## config.mk

```make
export PLATFORM = sky130hd
export DESIGN_NAME = stopwatch_ctrl
export DESIGN_NICKNAME = d
export VERILOG_FILES = /design/src/rtl/stopwatch_ctrl.sv
export SDC_FILE = /design/constraint.sdc
export NUM_CORES = 1
export LEC_CHECK = 0
export CORE_UTILIZATION = 56
export DETAILED_ROUTE_END_ITERATION = 7
export GPL_ROUTABILITY_DRIVEN = 1
export PLACE_DENSITY = 0.82
export SYNTH_ARGS = -nofsm -noshare
export SYNTH_HDL_FRONTEND = slang
export SYNTH_SLANG_ARGS = --single-unit
```

## constraint.sdc

```tcl
create_clock -name clk -period 2.3 [get_ports clk]
set_input_delay 0.345 -clock clk [delete_from_list [all_inputs] [get_ports clk]]
set_output_delay 0.345 -clock clk [all_outputs]
set_load 0.005 [all_outputs]
```

## src/rtl/stopwatch_ctrl.sv

```systemverilog
// -----------------------------------------------------------------------------
// stopwatch_ctrl
//
// Button/mode sequencer for the stopwatch counter datapath. The raw Start,
// Stop, Clear and Lap buttons are synchronised, debounced and edge-detected
// into one-cycle press pulses; the Countdown and TimeSet switches are only
// synchronised. A single registered FSM turns those into clean command
// strobes and level enables for the digit counters and display latch, and
// times the display flash once the count has expired.
//
// Ports:
//   clk          system clock
//   reset        asynchronous, active-high reset
//   tick         one-cycle 0.1 s timebase enable
//   Start/Stop/Clear/Lap   raw push buttons (may bounce)
//   Countdown    mode switch, 1 = count down
//   TimeSet      time-set switch
//   expired      datapath terminal count reached (level)
//   run_en       counter advances one tenth per tick
//   fast_en      counter advances one second per tick (set mode)
//   load_preset  one-cycle strobe: load 9:59.9
//   clear_cnt    one-cycle strobe: load 0:00.0
//   lap_hold     freeze display register
//   flash_blank  blank display anodes
//   state        current FSM state code
// -----------------------------------------------------------------------------
module stopwatch_ctrl #(
   parameter int DB_CYCLES   = 16,
   parameter int FLASH_TICKS = 5
) (
   input  logic       clk,
   input  logic       reset,
   input  logic       tick,
   input  logic       Start,
   input  logic       Stop,
   input  logic       Clear,
   input  logic       Lap,
   input  logic       Countdown,
   input  logic       TimeSet,
   input  logic       expired,
   output logic       run_en,
   output logic       fast_en,
   output logic       load_preset,
   output logic       clear_cnt,
   output logic       lap_hold,
   output logic       flash_blank,
   output logic [2:0] state
);

   localparam logic [2:0] IDLE   = 3'd0;
   localparam logic [2:0] RUN    = 3'd1;
   localparam logic [2:0] LAP    = 3'd2;
   localparam logic [2:0] PAUSED = 3'd3;
   localparam logic [2:0] SET    = 3'd4;
   localparam logic [2:0] DONE   = 3'd5;

   // Bit positions of the buttons inside the packed button vectors.
   localparam int B_START = 0;
   localparam int B_STOP  = 1;
   localparam int B_CLEAR = 2;
   localparam int B_LAP   = 3;

   localparam int DBW = $clog2(DB_CYCLES);
   localparam int FW  = (FLASH_TICKS > 1) ? $clog2(FLASH_TICKS) : 1;
   localparam logic [DBW-1:0] DB_LAST    = DBW'(DB_CYCLES - 1);
   localparam logic [FW-1:0]  FLASH_LAST = FW'(FLASH_TICKS - 1);

   logic [3:0]     btn_raw;
   logic [3:0]     btn_s1;
   logic [3:0]     btn_s2;
   logic [3:0]     btn_lvl;
   logic [3:0]     btn_lvl_q;
   logic [DBW-1:0] db_cnt [4];
   logic [1:0]     sw_s1;      // {TimeSet, Countdown}
   logic [1:0]     sw_s2;

   logic [3:0]     press;
   logic           clear_p;
   logic           stop_p;
   logic           start_p;
   logic           lap_p;
   logic           cd;
   logic           ts;

   logic [2:0]     state_nxt;
   logic           ld_nxt;
   logic           clr_nxt;
   logic           pd_nxt;
   logic           preset_done;
   logic [FW-1:0]  flash_cnt;

   assign btn_raw = {Lap, Clear, Stop, Start};

   // Two-flop synchronisers for every asynchronous input.
   always_ff @(posedge clk or posedge reset) begin
      // NOTE: sequential state is updated with non-blocking assignments so every flop samples pre-edge values.
      if (reset) begin
         btn_s1 <= '0;
         btn_s2 <= '0;
         sw_s1  <= '0;
         sw_s2  <= '0;
      end else begin
         btn_s1 <= btn_raw;
         btn_s2 <= btn_s1;
         sw_s1  <= {TimeSet, Countdown};
         sw_s2  <= sw_s1;
      end
   end

   // Debounce: the accepted level follows the synchronised sample only after
   // DB_CYCLES consecutive samples disagree with it. Any agreeing sample
   // restarts the count, so bounces shorter than DB_CYCLES are swallowed.
   always_ff @(posedge clk or posedge reset) begin
      if (reset) begin
         // NOTE: this small counter array is control state and must start known, so it is reset like any flop.
         for (int i = 0; i < 4; i++) begin
            db_cnt[i] <= '0;
         end
         btn_lvl   <= '0;
         btn_lvl_q <= '0;
      end else begin
         btn_lvl_q <= btn_lvl;
         for (int i = 0; i < 4; i++) begin
            if (btn_s2[i] == btn_lvl[i]) begin
               db_cnt[i] <= '0;
            end else if (db_cnt[i] == DB_LAST) begin
               btn_lvl[i] <= btn_s2[i];
               db_cnt[i]  <= '0;
            end else begin
               db_cnt[i] <= db_cnt[i] + 1'b1;
            end
         end
      end
   end

   // One-cycle pulse on each debounced rising edge, then priority masking:
   // clear > stop > start > lap, losers in the same cycle are dropped.
   assign press   = btn_lvl & ~btn_lvl_q;
   assign clear_p = press[B_CLEAR];
   assign stop_p  = press[B_STOP]  & ~press[B_CLEAR];
   assign start_p = press[B_START] & ~press[B_STOP] & ~press[B_CLEAR];
   assign lap_p   = press[B_LAP]   & ~(|press[B_CLEAR:B_START]);

   assign cd = sw_s2[0];
   assign ts = sw_s2[1];

   always_comb begin
      // NOTE: every signal written here gets a default first, so no path through the case can infer a latch.
      state_nxt = state;
      ld_nxt    = 1'b0;
      clr_nxt   = 1'b0;
      pd_nxt    = preset_done;
      case (state)
         IDLE: begin
            if (clear_p) begin
               clr_nxt = 1'b1;
               pd_nxt  = 1'b0;
            end else if (start_p) begin
               state_nxt = RUN;
               // Preset is loaded once per countdown; a set-mode value or a
               // resumed countdown must not be overwritten.
               if (cd && !preset_done) begin
                  ld_nxt = 1'b1;
                  pd_nxt = 1'b1;
               end
            end else if (ts) begin
               state_nxt = SET;
            end
         end
         RUN: begin
            if (expired) begin
               state_nxt = DONE;
            end else if (clear_p) begin
               state_nxt = IDLE;
               clr_nxt   = 1'b1;
               pd_nxt    = 1'b0;
            end else if (stop_p) begin
               state_nxt = PAUSED;
            end else if (lap_p && !cd) begin
               state_nxt = LAP;
            end
         end
         LAP: begin
            if (expired) begin
               state_nxt = DONE;
            end else if (clear_p) begin
               state_nxt = IDLE;
               clr_nxt   = 1'b1;
               pd_nxt    = 1'b0;
            end else if (stop_p) begin
               state_nxt = PAUSED;
            end else if (start_p) begin
               state_nxt = RUN;
            end
         end
         PAUSED: begin
            if (clear_p) begin
               state_nxt = IDLE;
               clr_nxt   = 1'b1;
               pd_nxt    = 1'b0;
            end else if (start_p) begin
               state_nxt = RUN;
            end
         end
         SET: begin
            if (clear_p) begin
               clr_nxt = 1'b1;
            end else if (!ts) begin
               state_nxt = IDLE;
               pd_nxt    = 1'b1;
            end
         end
         DONE: begin
            if (clear_p) begin
               state_nxt = IDLE;
               clr_nxt   = 1'b1;
               pd_nxt    = 1'b0;
            end else if (stop_p) begin
               state_nxt = IDLE;
            end
         end
         default: state_nxt = IDLE;
      endcase
   end

   // All outputs are registered from the next state, so they change on the
   // same edge as the transition that causes them.
   always_ff @(posedge clk or posedge reset) begin
      if (reset) begin
         state       <= IDLE;
         run_en      <= 1'b0;
         fast_en     <= 1'b0;
         load_preset <= 1'b0;
         clear_cnt   <= 1'b0;
         lap_hold    <= 1'b0;
         flash_blank <= 1'b0;
         preset_done <= 1'b0;
         flash_cnt   <= '0;
      end else begin
         state       <= state_nxt;
         run_en      <= (state_nxt == RUN) || (state_nxt == LAP);
         lap_hold    <= (state_nxt == LAP);
         fast_en     <= (state_nxt == SET) && btn_lvl[B_START];
         load_preset <= ld_nxt;
         clear_cnt   <= clr_nxt;
         preset_done <= pd_nxt;
         // Flash timing only runs while staying in DONE; entering or leaving
         // DONE restarts it with the display lit.
         if ((state == DONE) && (state_nxt == DONE)) begin
            if (tick) begin
               if (flash_cnt == FLASH_LAST) begin
                  flash_cnt   <= '0;
                  flash_blank <= ~flash_blank;
               end else begin
                  flash_cnt <= flash_cnt + 1'b1;
               end
            end
         end else begin
            flash_cnt   <= '0;
            flash_blank <= 1'b0;
         end
      end
   end

endmodule
```

**Yosys cells after proc, flatten, opt, wreduce, memory -nomap -nowiden**

Index checks and enable logic that the tools add are counted.

- Muxes and demuxes: 46
- Div/mod/pow operators: 0
- Add/subtract/negate cells: 5
- $lt $le $gt $ge: 0
- Multiply operators: 0
- Equal/unequal tests: 25
- Reduce and logical (&&, ||, !) cells: 19
- Bitwise logic cells: 14
- Shift-type cells: 0

Operator list:

| operator | count |
|---|---|
| $mux W3 | 19 |
| $mux W4 | 8 |
| $pmux W3 S6 | 1 |
| $add A4 B1 Y4 const B | 4 |
| $eq A4 B4 Y1 const B | 4 |
| $mux W1 | 16 |
| $eq A3 B3 Y1 const B | 5 |
| $reduce_and A2 Y1 | 5 |
| $eq A3 B2 Y1 const B | 3 |
| $ne A2 B2 Y1 const B | 4 |
| $not A1 Y1 | 8 |
| $eq A3 B1 Y1 const B | 2 |
| $ne A3 B3 Y1 const B | 2 |
| $reduce_and A6 Y1 | 1 |
| $and A1 B1 Y1 | 4 |
| $and A4 B4 Y4 | 1 |
| $eq A1 B1 Y1 | 4 |
| $logic_and A1 B1 Y1 | 4 |
| $not A4 Y4 | 1 |
| $pmux W1 S4 | 1 |
| $reduce_bool A4 Y1 | 1 |
| $reduce_or A2 Y1 | 2 |
| $reduce_or A4 Y1 | 1 |
| $add A3 B1 Y3 const B | 1 |
| 6 further kinds | 7 |

- Latch bits: 0
- Register bits after elaboration: 49
- Output and inout bits: 9
- Memories kept: 0
- ROM bits: 0
- Word-level logic and storage cells: 131
- Input port bits: 10
- Memory bits (writable): 0

**Logic depth before layout (Yosys ltp)**

Gate-level depths: netlist of run 1.

- Depth in word-level cells: 15
- Mapped depth: 6
- Mapped depth without buffers: 5

**Least setup slack after synthesis of run 1**

Ideal clock, no wire load.

- Path kind: reg2reg
- From: register btn_lvl[1]
- To: register run_en
- Clock period less this slack: 2039 ps
- Arrival time: 1914 ps
- Required time: 2175 ps
- Library setup time: 125 ps
- Buffers on the path: 1
- Cell stages (with the launch flop): 7
- Path slack: 261 ps
- Path through: dfrtp_1 nor2b_4 buf_6 or4b_1 a311o_1 a22oi_4 mux2_4

- Cells in the longest elaborated chain, start to end: 12

Ends and longest elaborated chain:

| item | line | text |
|---|---|---|
| from (decl) | 71 | `logic [3:0] btn_lvl;` |
| from (signal, indexed assignment) | 127 | `btn_lvl[i] <= btn_s2[i];` |
| $and A4 B4 Y4 (*) | 138 | `assign press = btn_lvl & ~btn_lvl_q;` |
| $reduce_or A3 Y1 | 142 | `assign lap_p = press[B_LAP] & ~(\|press[B_CLEAR:B_START]);` |
| $not A1 Y1 | 142 |  |
| $and A1 B1 Y1 | 142 |  |
| $logic_and A1 B1 Y1 | 179 | `end else if (lap_p && !cd) begin` |
| $mux W3 | 179 |  |
| $mux W3 | 177 | `end else if (stop_p) begin` |
| $mux W3 | 173 | `end else if (clear_p) begin` |
| $mux W3 | 171 | `if (expired) begin` |
| $pmux W3 S6 (*) | 153 | `case (state)` |
| $eq A3 B1 Y1 / $eq A3 B2 Y1 (equally long branches) | 241 | `run_en <= (state_nxt == RUN) \|\| (state_nxt == LAP);` |
| $logic_or A1 B1 Y1 (*) | 241 |  |
| to (signal assigned) | 241 |  |
| to (decl) | 41 | `output logic run_en,` |

Every way passes the cells marked *; elsewhere a longest branch is shown, timed or not.
A chain may end at the register's enable or synchronous reset.

**Worst setup path in the final report of run 1**

- From: register btn_lvl[0]
- To: register run_en

Same word-level chain as after synthesis.

==> results of run 1 <==
## worst max-delay path by stage
stage	depth (start not counted)	slack [ns]	from	endpoint
3_3_place_gp	5	0.07	expired	run_en
5_1_grt	5	0.13	btn_lvl[0]	run_en
6_report	5	0.27	btn_lvl[0]	run_en
3_5_place_dp	5	0.06	expired	run_en
2_1_floorplan	6	0.26	btn_lvl[1]	run_en
4_1_cts	5	0.26	btn_lvl[0]	run_en
## layer usage
layer / routed length, um / global-route usage (%)
met5: 0 / 0
met4: 57 / 8.43
met3: 172 / 5.29
met2: 1930 / 39.1
met1: 1570 / 28.1
## state kept, by name, indices dropped and copies added (netlist names), 2 cells and up
name       cells
sw_s2          2
state          3
sw_s1          2
btn_s2         4
db_cnt        16
flash_cnt      3
btn_lvl        4
btn_lvl_q      4
btn_s1         4
## through the flow
step	setup WS [ns]	area [um^2]	hold WS (ns)	power, W
6_report	0.267	2480	0.352	0.00224
5_1_grt	0.134	2480	0.369	0.00236
4_1_cts	0.257	2480	0.356	0.00226
3_5_place_dp	0.0563	2350	0.336	0.00153
3_3_place_gp	0.0701	2350	0.332	0.00151
2_1_floorplan	0.261	2080	0.331	0.00134
## final cells by class
cell class | instances | area, um^2
Timing Repair Buffer | 25 | 245
Fill cell | 236 | 957
Clock inverter | 3 | 68.8
Multi-Input combinational cell | 108 | 781
Inverter | 10 | 37.5
Clock buffer | 5 | 68.8
Sequential cell | 49 | 1230
Tap cell | 46 | 57.6
## Yosys cell counts, types with 2 or more instances
master | number | share of area, %
or4b_1 | 2 | 0.96
xor2_1 | 3 | 1.3
xnor2_1 | 8 | 3.4
nor2_1 | 15 | 2.7
nor2b_1 | 5 | 1.5
buf_4 | 2 | 0.72
ha_1 | 6 | 3.6
a31oi_1 | 2 | 0.60
a311oi_1 | 5 | 2.1
o21ai_0 | 6 | 1.4
nand3_1 | 7 | 1.7
nand2_1 | 7 | 1.3
nand4b_1 | 3 | 1.3
mux2_2 | 5 | 2.7
a21oi_1 | 10 | 2.4
nand2b_1 | 3 | 0.90
dfrtp_1 | 49 | 59
o2111ai_1 | 2 | 0.84
a21o_1 | 2 | 0.72
inv_1 | 10 | 1.8
## cell families after synthesis
family	synth area share, %
compound gates	12.4
xor+xnor	4.63
fa+ha+maj	3.61
buf+inv	3.49
flops	59.0
mux	3.91
simple gates	13.0
## power breakdown
| group | switching [W] | internal (W) |
|---|---|---|
| Clock | 0.000281 | 0.000437 |
| Sequential | 0.0000581 | 0.000923 |
| Combinational | 0.000266 | 0.000273 |
## worst reg2reg max path: stages (launching register included)
cell      delay (ns)
dfrtp_1         0.43
nand2b_1        0.21
or4b_1          0.45
a311o_1         0.36
a22oi_4         0.17
mux2_4          0.31
==> flow_summary_export.csv, run 1 <==
group,metric,value,unit
drt,drt_iter0_drc,110,
critical_path,cp.required,2.49,ns
timing,finalCriticalPeriod,2.03,ns
min_path,whs_path_depth,0,
finish,final_util,72.2,%
logic_synthesis,synthesis.nets,188,
drt,vias,1403,
timing,layout_worst_path_cycle_share,88.4,%
pwr,p_per_area,901,nW/um^2
logic_synthesis,synth-edff-count,0,
grt,grt_pass1_wl,6840,um
critical_path,crit_path_max_fanout,6,
die,coreArea,3440,um^2
place,hpwl,2670,um
finish,fin_cells,246,
logic_synthesis,ys.flop_type,"dfrtp_1",
critical_path,path_cells,"nand2b_1, or4b_1, a311o_1, a22oi_4, mux2_4",
timing,hold_violations,0,
pwr,vdd_drop_max,0.556,mV
critical_path,r2r.worst_path.cells,5,
logic_synthesis,syn_avg_cell_area,12.1,um^2
logic_synthesis,synth-seq-cells,49,
timing,relSlewSlack,68.1,%
logic_synthesis,syn_area,2080,um^2
place,place_congestion,0.859,
die,rows,21,
clock_tree,ctsHoldBuffers,0,
drt,drt_first_pass_iters,4,
die,die_h,62.9,um
finish,mostFrequentLayoutCells,"dfrtp_1 (49), clkdlybuf4s50_1 (18), nor2_1 (15)",
clock_tree,numCtsBuffers,5,
critical_path,cp_data_arrival_time,2.23,ns
critical_path,worst_path_dominant_cell_family,"simple AND/OR/NAND/NOR gates",
drt,via_per_inst,5.70,
logic_synthesis,synth_cell_type_count,40,
clock_tree,cts_setup_buffers,0,
grt,antenna_found_initial,0,
die,io_pins,19,
clock_tree,clkSlewWorstSetupHoldPaths,0.09,ns
clock_tree,htree_levels,2,
min_path,hp-class,"register to register",
timing,setup_viol,0,
critical_path,crit_buf_inv,0,
logic_synthesis,yosysSeqAreaShare,59.0,%
timing,fin_skew,0.00710,ns
die,initial_utilization,60.4,%
clock_tree,cts_root_buf,"clkbuf_8",
min_path,holdPathEnd,"btn_s2[0]",
finish,layout-drive-gt1-share,14.0,%
clock_tree,tritoncts,"done",
run,max_cap_viol_count,0,
critical_path,max_stage_delay,0.45,ns
critical_path,cpMaxStageDelayCell,"or4b_1",
clock_tree,ctsResizeCount,0,
clock_tree,clk-insertion-delay-late,0.30,ns
clock_tree,cts.sinks,49,
critical_path,rrSetupSlack,0.27,ns
finish,antenna_cells,0,
timing,finalMaxSlewViolations,0,
grt,grt_overflow,0,
finish,syn2layout_area_growth,19.5,%
grt,grt_max_degree,29,
grt,grt_pass1_vias,1479,
die,dieArea,3960,um^2
logic_synthesis,yosysWarnings,0,
critical_path,start_kind,"register",
timing,fin_tns_setup,0,ns
drt,wl_per_cell,15.2,um
pwr,p_leak,1.11,nW
drt,ant_nets,0,
critical_path,r2r_end,"run_en",
timing,timing.fmax,492,MHz
finish,final_nets,215,
timing,rsz0062_at_grt,"no",
grt,grt_usage,22.9,%
drt,route.detailed.drc,0,
min_path,min_from,"btn_s1[0]",
timing,tightest_slew,0.477,ns
logic_synthesis,async_reset_ff_share,100,%
critical_path,endpoint_kind,"register",
outcome,status,"complete, no violations",
critical_path,critPathKind,"register to register",
logic_synthesis,synth_cells,172,
place,post-place-cells,238,
critical_path,timing.rr.start,"btn_lvl[0]",
drt,finalWirelength,3730,um
place,portBuffers,18,
die,die_w,62.9,um
clock_tree,cts_buffer_depth,2,
finish,final_common_cell,"dfrtp_1",
Power figures use the tool's default switching activity.
==> run 2: changes to the inputs <==
- CORE_UTILIZATION: 56 -> 60
- PLACE_DENSITY: 0.82 -> 0.87
- clock period: 2.3 -> 2.52 ns (I/O delays scaled with it)
==> run 2 against run 1 <==
Compared with the run above:
- fmax fell by 4.3%
- final area down 5.0%
- clock skew is 0.00058 ns lower
- cell count down 2.0%
- clock-buffer cell count grew 2
- critical path depth did not move
- sequential cell count is the same
- power fell by 25%
==> flow_summary_export.csv, run 2 (same netlist as run 1, synthesis figures left out) <==
group,metric,value,unit
clock_tree,clkSlewWorstSetupHoldPaths,0.12,ns
clock_tree,numCtsBuffers,5,
die,rows,21,
place,placed_cell_area,2300,um^2
die,io_pins,19,
die,die_h,60.9,um
clock_tree,clk-insertion-delay-late,0.34,ns
outcome,status,"complete, no violations",
grt,antenna_found_initial,0,
die,die_w,60.9,um
pwr,p_leak,1.05,nW
timing,worst_slack,0.396,ns
timing,layout_worst_path_cycle_share,84.3,%
timing,rsz0062_at_grt,"no",
timing,finalMaxSlewViolations,0,
finish,fin_area,2360,um^2
drt,route.detailed.drc,0,
critical_path,rrSetupSlack,0.40,ns
place,place_congestion,0.881,
pwr,clockPowerShare,20.4,%
grt,grt_max_degree,33,
grt,grt_usage,21.3,%
timing,hold_violations,0,
drt,via_per_inst,5.74,
pwr,intPower,0.00118,W
clock_tree,cts_setup_buffers,0,
finish,final_common_cell,"dfrtp_1",
clock_tree,ctsResizeCount,0,
pwr,total_power,0.00167,W
clock_tree,cts.sinks,49,
pwr,combPwrFrac,24.4,%
drt,vias,1384,
run,max_cap_viol_count,0,
pwr,p_sw,0.000495,W
pwr,power_frac_seq,55.2,%
drt,finalWirelength,3520,um
timing,tightest_slew,0.636,ns
timing,relSlewSlack,57.6,%
grt,grt_pass1_vias,1345,
clock_tree,cts_buffer_depth,2,
critical_path,crit_path_max_fanout,10,
place,post-place-ws,0.221,ns
critical_path,endpoint_kind,"register",
finish,layout-drive-gt1-share,11.3,%
critical_path,cp.required,2.76,ns
finish,syn2layout_area_growth,13.5,%
clock_tree,tritoncts,"done",
finish,largest_register_ffs,16,
place,hpwl,2600,um
finish,final_nets,211,
die,coreArea,3340,um^2
critical_path,cp_data_arrival_time,2.37,ns
die,initial_utilization,62.3,%
finish,antenna_cells,0,
clock_tree,ctsHoldBuffers,0,
pwr,vdd_drop_max,0.405,mV
die,dieArea,3710,um^2
critical_path,start_kind,"register",
drt,wl_per_cell,14.6,um
clock_tree,htree_levels,2,
timing,fin_skew,0.00652,ns
timing,finalCriticalPeriod,2.12,ns
timing,setup_viol,0,
pwr,swShare,29.6,%
drt,drt_first_pass_iters,4,
grt,grt_pass1_wl,5600,um
finish,top_register,"db_cnt",
critical_path,critPathKind,"register to register",
grt,grt_overflow,0,
pwr,p_per_area,709,nW/um^2
timing,timing.fmax,471,MHz
timing,hold_slack,0.363,ns
timing,fin_tns_setup,0,ns
finish,mostFrequentLayoutCells,"dfrtp_1 (49), clkdlybuf4s50_1 (18), nor2_1 (15)",
clock_tree,cts_root_buf,"clkbuf_4",
min_path,hp-class,"register to register",
drt,drt_iter0_drc,115,
drt,ant_nets,0,
place,portBuffers,18,
## run 2: final timing paths
kind | start | to | depth (start not counted)
setup reg to reg | state[0] | run_en | 5
setup / recovery | state[0] | run_en | 5
hold reg to reg | sw_s1[1] | sw_s2[1] | 0
min in group asynchronous | reset | btn_s1[2] | 2
max in group asynchronous | reset | sw_s1[0] | 3
hold / removal | sw_s1[1] | sw_s2[1] | 0
## run 2: power groups by stage
stage | clock, W | combinational [W] | sequential (W)
floorplan | 0 | 0.000328 | 0.000891
global placement | 0 | 0.000382 | 0.000931
detailed placement | 0 | 0.000407 | 0.000938
CTS | 0.000355 | 0.000410 | 0.000922
global route | 0.000395 | 0.000449 | 0.000933
finish | 0.000340 | 0.000408 | 0.000924
## run 2: per-stage QoR
stage | cells | util [%]
3_5_place_dp | 234 | 69.1
5_1_grt | 241 | 70.7
2_1_floorplan | 172 | -
6_report | 241 | 70.7
4_1_cts | 241 | 70.7
3_3_place_gp | 234 | 69.1
## run 2: layer usage
| metal | vias up | global-route usage, % | wire (um) |
|---|---|---|---|
| met4 | 0 | 9.42 | 77 |
| met3 | 12 | 6.40 | 174 |
| met1 | 671 | 24.1 | 1420 |
| li1 | 653 | - | - |
| met5 | - | 0 | 0 |
| met2 | 48 | 37.2 | 1840 |
## run 2: critical path, cell delays in order (launching register included)
cell      delay [ns]
dfrtp_1         0.56
nor3b_1         0.57
nand3_1         0.17
a221oi_2        0.37
nor2_1          0.08
mux2_4          0.27
## run 2: area by class of cell
class,count,area (um^2)
sequential,49,1230
inverter,10,37.5
multi-input combinational,108,781
clock buffer,7,55.1
timing repair buffer,21,203
tap,46,57.6
fill,240,977
==> run 3: changes to the inputs <==
- CORE_UTILIZATION: 60 -> 56
- PLACE_DENSITY: 0.87 -> 0.82
- clock period: 2.52 -> 2.2 ns (I/O delays scaled with it)
==> run 3 against run 2 <==
Compared with the run above:
- combinational power up 41%
- routed wire length up 4.7%
- critical path depth unchanged
- die area up 6.9%
- clock skew up 0.0039 ns
- power up 26%
- sequential cell count unchanged
==> flow_summary_export.csv, run 3 (same netlist as run 1, synthesis figures left out) <==
group,metric,value,unit
outcome,status,"complete, no violations",
grt,grt_usage,21.4,%
critical_path,cp.required,2.40,ns
clock_tree,cts_setup_buffers,0,
critical_path,critPathKind,"register to register",
finish,mostFrequentLayoutCells,"dfrtp_1 (49), clkdlybuf4s50_1 (18), nor2_1 (15)",
timing,finalCriticalPeriod,2.05,ns
pwr,p_per_area,856,nW/um^2
critical_path,max_stage_delay,0.47,ns
clock_tree,cts_root_buf,"clkbuf_8",
pwr,p_leak,1.10,nW
clock_tree,clk-insertion-delay-late,0.30,ns
run,max_cap_viol_count,0,
finish,multiInputGateArea,781,um^2
grt,grt_pass1_wl,6420,um
drt,finalWirelength,3680,um
critical_path,cp_data_arrival_time,2.24,ns
grt,grt_overflow,0,
timing,setup_viol,0,
timing,tightest_slew,0.467,ns
finish,syn2layout_area_growth,18.2,%
clock_tree,numCtsBuffers,5,
place,post-place-ws,-0.0501,ns
grt,antenna_found_initial,0,
die,rows,21,
die,io_pins,19,
drt,vias,1422,
pwr,vdd_drop_max,0.583,mV
grt,grt_max_degree,29,
clock_tree,ctsResizeCount,0,
finish,largest_register_ffs,16,
timing,hold_violations,0,
finish,nFillCells,252,
critical_path,crit_buf_inv,0,
drt,route.detailed.drc,0,
critical_path,r2r.worst_path.cells,5,
timing,hold_slack,0.350,ns
finish,final_common_cell,"dfrtp_1",
critical_path,worst_path_dominant_cell_family,"simple AND/OR/NAND/NOR gates",
critical_path,cpMaxStageDelayCell,"or4b_1",
clock_tree,clkSlewWorstSetupHoldPaths,0.09,ns
finish,layout-drive-gt1-share,14.8,%
die,die_h,62.9,um
finish,final_nets,218,
die,die_w,62.9,um
clock_tree,htree_levels,2,
critical_path,start_kind,"register",
timing,relSlewSlack,68.8,%
clock_tree,cts_buffer_depth,2,
drt,via_per_inst,5.71,
clock_tree,cts.sinks,49,
drt,drt_iter0_drc,81,
finish,fin_area,2460,um^2
finish,antenna_cells,0,
critical_path,path_cells,"nor2b_4, or4b_1, a311o_1, a22oi_4, mux2_4",
timing,worst_slack,0.154,ns
place,hpwl,2640,um
drt,ant_nets,0,
timing,layout_worst_path_cycle_share,93.0,%
clock_tree,tritoncts,"done",
finish,seqCellArea,1230,um^2
place,placed_cell_area,2370,um^2
drt,wl_per_cell,14.8,um
timing,finalMaxSlewViolations,0,
timing,timing.fmax,489,MHz
drt,drt_first_pass_iters,4,
timing,rsz0062_at_grt,"no",
critical_path,endpoint_kind,"register",
clock_tree,ctsHoldBuffers,0,
grt,grt_pass1_vias,1420,
die,coreArea,3440,um^2
die,dieArea,3960,um^2
place,place_congestion,0.868,
min_path,hp-class,"input port to asynchronous set/reset pin",
die,initial_utilization,60.4,%
place,portBuffers,18,
critical_path,cp.depth,5,
timing,fin_skew,0.0104,ns
critical_path,crit_path_max_fanout,8,
finish,top_register,"db_cnt",
==> run 3: cell types whose count changed in the layout (fill, tap and decap cells not counted), sizes merged <==
cell,previous run,this run
clkbuf,7,6
clkinvlp,0,2
buf,3,10
==> run 3: final cells by class <==
class | instances | share of cell area, %
Clock buffer | 6 | 2.95
Clock inverter | 2 | 0.611
Inverter | 10 | 1.53
Multi-Input combinational cell | 108 | 31.8
Sequential cell | 49 | 49.9
Tap cell | 46 | 2.34
Timing Repair Buffer | 28 | 10.9
==> run 3: final timing paths <==
check	start	slack, ns	endpoint
min in group clk	btn_s1[0]	0.35	btn_s2[0]
max	btn_lvl[1]	0.15	run_en
min	reset	0.35	db_cnt[4]
max in group asynchronous	reset	1.36	btn_lvl[1]
min reg2reg	btn_s1[0]	0.35	btn_s2[0]
max reg2reg	btn_lvl[1]	0.15	run_en
==> run 3: layer usage <==
metal | global-route usage [%] | part of all wire, %
met5 | 0 | 0
met4 | 7.85 | 1.6
met3 | 3.83 | 3.6
met2 | 37.0 | 52
met1 | 26.6 | 42
==> run 3: per-stage QoR <==
step | cells | util [%] | setup TNS, ns | power (W)
finish | 249 | 71.4 | 0 | 0.00210
global route | 249 | 71.4 | 0 | 0.00221
CTS | 249 | 71.4 | 0 | 0.00212
floorplan | 172 | - | 0 | 0.00140
global placement | 241 | 68.8 | -0.0108 | 0.00158
detailed placement | 241 | 68.8 | -0.0501 | 0.00160
==> run 3: where the power goes <==
part           internal [W]  switching [W]
registers          0.000965      0.0000463
logic              0.000286       0.000288
clock network      0.000224       0.000294
total               0.00147       0.000629
